### src/rtl/hazard_control_unit.sv
// ID-stage hazard control: load-use (multi-cycle), ID-branch operand, HI/LO busy stalls,
// plus IF/ID flush gating and a saturating stall-cycle counter.
module hazard_control_unit #(
  parameter int REG_W    = 5,
  parameter int LOAD_LAT = 1,
  parameter int MD_LAT   = 4,
  parameter int STAT_W   = 16
) (
  input  logic              clk,
  input  logic              rst_n,
  input  logic [1:0]        id_ex_memread,
  input  logic [REG_W-1:0]  id_ex_rt,
  input  logic              id_ex_regwrite,
  input  logic [REG_W-1:0]  id_ex_rd,
  input  logic              ex_mem_memread,
  input  logic [REG_W-1:0]  ex_mem_rd,
  input  logic [REG_W-1:0]  if_id_rs,
  input  logic [REG_W-1:0]  if_id_rt,
  input  logic              if_id_uses_rt,
  input  logic              if_id_branch,
  input  logic              if_id_md_read,
  input  logic              md_start,
  input  logic              branch_taken,
  output logic              stall,
  output logic              pc_write,
  output logic              if_id_write,
  output logic              if_id_flush,
  output logic [STAT_W-1:0] stall_count
);

  // load_cnt only ever holds LOAD_LAT-1 down to 0
  localparam int LD_W = (LOAD_LAT > 1) ? $clog2(LOAD_LAT) : 1;
  localparam int MD_W = $clog2(MD_LAT + 1);
  localparam logic [LD_W-1:0] LD_INIT = LD_W'(LOAD_LAT - 1);
  localparam logic [MD_W-1:0] MD_INIT = MD_W'(MD_LAT);

  typedef enum logic {L_IDLE, L_WAIT} ld_state_t;

  ld_state_t       ld_state, ld_state_nxt;
  logic [LD_W-1:0] load_cnt, load_cnt_nxt;
  logic [MD_W-1:0] md_cnt;
  logic            h_load, h_br, h_md;

  // register $0 never carries a real dependency
  function automatic logic src_hit(input logic [REG_W-1:0] dst);
    src_hit = (dst != '0) &&
              ((dst == if_id_rs) || (if_id_uses_rt && (dst == if_id_rt)));
  endfunction

  assign h_load = (id_ex_memread != 2'b00) && src_hit(id_ex_rt);
  assign h_br   = if_id_branch &&
                  ((id_ex_regwrite && src_hit(id_ex_rd)) ||
                   (ex_mem_memread && src_hit(ex_mem_rd)));
  assign h_md   = if_id_md_read && (md_cnt != '0);

  assign stall       = h_load || (ld_state == L_WAIT) || h_br || h_md;
  assign pc_write    = ~stall;
  assign if_id_write = ~stall;
  // a branch resolved on stale operands must not squash the fetch
  assign if_id_flush = branch_taken && ~stall;

  always_comb begin
    ld_state_nxt = ld_state;
    load_cnt_nxt = load_cnt;
    case (ld_state)
      L_IDLE: begin
        if (h_load && (LOAD_LAT > 1)) begin
          ld_state_nxt = L_WAIT;
          load_cnt_nxt = LD_INIT;
        end
      end
      L_WAIT: begin
        load_cnt_nxt = load_cnt - LD_W'(1);
        if (load_cnt == LD_W'(1)) ld_state_nxt = L_IDLE;
      end
    endcase
  end

  always_ff @(posedge clk or negedge rst_n) begin
    if (!rst_n) begin
      ld_state <= L_IDLE;
      load_cnt <= '0;
    end else begin
      ld_state <= ld_state_nxt;
      load_cnt <= load_cnt_nxt;
    end
  end

  // a new mult/div restarts the HI/LO busy window
  always_ff @(posedge clk or negedge rst_n) begin
    if (!rst_n)              md_cnt <= '0;
    else if (md_start)       md_cnt <= MD_INIT;
    else if (md_cnt != '0)   md_cnt <= md_cnt - MD_W'(1);
  end

  always_ff @(posedge clk or negedge rst_n) begin
    if (!rst_n)                        stall_count <= '0;
    else if (stall && ~&stall_count)   stall_count <= stall_count + STAT_W'(1);
  end

endmodule

### config.mk
export PLATFORM = sky130hd
export DESIGN_NAME = hazard_control_unit
export DESIGN_NICKNAME = d
export VERILOG_FILES = /design/src/rtl/hazard_control_unit.sv
export SDC_FILE = /design/constraint.sdc
export NUM_CORES = 1
export LEC_CHECK = 0
export ABC_AREA = 1
export CAP_MARGIN = 5
export CELL_PAD_IN_SITES_DETAIL_PLACEMENT = 1
export CELL_PAD_IN_SITES_GLOBAL_PLACEMENT = 2
export CORE_MARGIN = 2
export CORE_UTILIZATION = 26
export CTS_BUF_LIST = sky130_fd_sc_hd__clkbuf_8
export DETAILED_ROUTE_END_ITERATION = 8
export PLACE_DENSITY_LB_ADDON = 0.1
export SKIP_LAST_GASP = 1
export SYNTH_ARGS = -nofsm -noshare
export SYNTH_HDL_FRONTEND = slang
export SYNTH_SLANG_ARGS = --single-unit
### constraint.sdc
create_clock -name clk -period 2.69 [get_ports clk]
set_input_delay 0.269 -clock clk [delete_from_list [all_inputs] [get_ports clk]]
set_output_delay 0.269 -clock clk [all_outputs]
set_load 0.005 [all_outputs]
==> results.json <==
{
  "status": "finished, final reports clean",
  "crit_path_end_kind": "primary output",
  "slew_viol_final": 0,
  "syn_area_um2": 1773,
  "start_util_pct": 26.54,
  "startpoint_type": "input port",
  "period_needed_ns": 2.417,
  "cts.sinks": 21,
  "worstHoldPathType": "input port to async pin",
  "track_usage_pct": 15.62,
  "synth_top_area_cell": "dfrtp_1",
  "hold_ws_ns": 0.3432,
  "power.density_nw_per_um2": 454.6,
  "post_cts_resized": 0,
  "clk_latency_ns": 0.27,
  "dp_hpwl_um": 4478,
  "rsz0062_at_grt": "no",
  "worstPathCellList": "clkdlybuf4s50_1 -> inv_1 -> o21ai_0 -> nor2_1 -> nand3_1 -> nand2_1 -> a21oi_1 -> nand2_2 -> nor2_1 -> clkdlybuf4s50_1",
  "vias": 1898,
  "cp_top_family": "buffers and inverters",
  "place_congestion": 0.7963,
  "cp.depth": 10,
  "route.detailed.drc": 0,
  "cts-root-buf": "clkbuf_8",
  "via_per_inst": 4.466,
  "port_buffers": 55,
  "crit_required_ns": 2.42,
  "synth_cell_types": 21,
  "coreArea_um2": 6681,
  "h-tree-depth": 1,
  "final_cell_mix": "116 x nand2_1, 54 x clkdlybuf4s50_1, 36 x inv_1, 30 x nor2_1, 29 x nand3_1",
  "dieArea_um2": 7495,
  "grt_pass1_wl_um": 9308,
  "synth_fp_nets": 328,
  "yosys.area.top_type_share_pct": 29.64,
  "p_sw_uw": 401.9,
  "fp.dieW_um": 86.58,
  "leakagePower_uw": 0.001270,
  "seq_power_share_pct": 38.2,
  "layout-drive-gt1-share_pct": 4.638,
  "synth_cells": 289,
  "fp-row-count": 30,
  "sw_frac_of_total_pct": 36.21,
  "slowest_delay_ns": 0.57,
  "grt_max_degree": 22,
  "yosysWarnings": 0,
  "ys_ff_latch": 21,
  "drt_iter0_markers": 38,
  "grt_pass1_vias": 1952,
  "r2r_cells": 9,
  "drt_wl_total_um": 5488,
  "path_class": "input port to primary output",
  "wire_per_inst_um": 12.91,
  "num_io_pins": 56,
  "antenna_left": 0,
  "path_buf_inv": 3,
  "fillers": 891,
  "hold_viol": 0,
  "cp.arrival_ns": 2.15,
  "overflow": 0,
  "finalCritPeriodShare_pct": 89.84,
  "area_growth_syn_to_layout_pct": 37.69,
  "cts_made_buffers": 3,
  "worst_pin_slew_ns": 0.4093,
  "p_clk_share_pct": 19.1,
  "antenna_cells": 0,
  "nets": 385,
  "ys_seq_area_share_pct": 29.64,
  "finalSetupTns_ns": 0,
  "post-cts-setup-buffers": 0,
  "antenna_found_initial": 0,
  "cp_slowest_cell": "clkdlybuf4s50_1",
  "clkTransAtPathRegs_ns": 0.09,
  "layout_commonest_cell": "nand2_1",
  "p_int_uw": 707.9,
  "slew-limit-headroom_pct": 72.68,
  "first_pass_iters": 4,
  "p_comb_share_pct": 42.7,
  "postCtsHoldBufs": 0,
  "drv_cap": 0,
  "setup_viol": 0,
  "cts_tree": "built",
  "yosys-top-cells-area": "dfrtp_1 30%, nand2_1 25%, nand3_1 8.2%",
  "die_y_um": 86.58,
  "path_max_fanout": 4,
  "avgSynthCellArea_um2": 6.135,
  "ir_drop_v": 0.0003775,
  "max_freq_ghz": 0.4138,
  "finalClockSkew_ns": 0.01231,
  "postLayoutCoreUtil_pct": 36.54,
  "clk_path_buf_depth": 2
}
## cells by family (layout without fill, tap and decap cells)
group / after synthesis / in the layout / synth area share [%]
adders and majority gates: 3 / 3 / 2.117
buffers and inverters: 46 / 102 / 11.29
DFF: 21 / 21 / 29.64
AOI/OAI and AO/OA: 14 / 14 / 3.952
xor gates and xnor gates: 20 / 20 / 9.880
and+or+nand+nor: 185 / 185 / 43.12
## sequential cells by signal (all words and copies together), names as in the netlist
register / count
load_cnt: 1
md_cnt: 3
stall_count: 16
ld_state: 1
## worst register-to-register path: stages (launching register included)
cell and delay, ns:
dfrtp_1 0.42, ha_1 0.21, nand3_1 0.17, inv_1 0.11, nand2_1 0.09, nor3_2 0.13
nand3_2 0.35, nand2_4 0.34, nand2_1 0.08, nand2_1 0.06
## power groups by stage
stage,clock network (µW),registers (µW),logic (µW)
3_3_place_gp,0,430,477
6_report,212,424,474
3_5_place_dp,0,429,483
5_1_grt,238,434,542
2_1_floorplan,0,423,268
4_1_cts,227,424,486
## cells in the mapped netlist
library cell,count
nand2_1,116
inv_1,36
nor2_1,30
nand3_1,29
dfrtp_1,21
o21ai_0,11
xor2_1,11
xnor2_1,9
inv_2,5
a21oi_1,3
buf_6,3
ha_1,3
nor3_1,3
nand4_1,2
buf_2,1
buf_4,1
nand2_2,1
nand2_4,1
nand3_2,1
nor2_2,1
nor3_2,1
## cell type report
class,instances,area [µm²],area share [%]
flip-flops and latches,21,525.5,21.53
repair buffers,57,568.0,23.27
inverters,41,153.9,6.304
clock buffers,3,41.29,1.691
multi-input cells,222,1047,42.90
well taps,80,100.1,4.100
clock inverters,1,5.005,0.2050
## final timing paths
path,from,endpoint,slack [ns]
worst max-delay path,id_ex_rt[0],if_id_flush,0.27
worst min-delay path,rst_n,stall_count[14],0.34
worst max register to register,stall_count[0],stall_count[8],0.67
worst min register to register,load_cnt,ld_state,0.46
max in group asynchronous,rst_n,md_cnt[1],2.11
min in group clk,load_cnt,ld_state,0.46
## per-stage QoR
stage / setup WS (ns) / std cells / instance area, µm² / power (µW)
after floorplan: 1.020 / 289 / 1773 / 690.6
after global placement: 0.2087 / 421 / 2392 / 906.9
after detailed placement: 0.2259 / 421 / 2392 / 911.4
after CTS: 0.2184 / 425 / 2439 / 1138
after global routing: 0.02757 / 425 / 2441 / 1214
final: 0.2734 / 425 / 2441 / 1110
## layer usage
metal	global-route usage (%)	share of wire (%)	routed length, µm
met1	22.76	51	2800
met4	3.409	0.84	46
met5	0	0	0
met2	24.62	44	2435
met3	2.095	3.8	206
(Power assumes the default switching activity.)
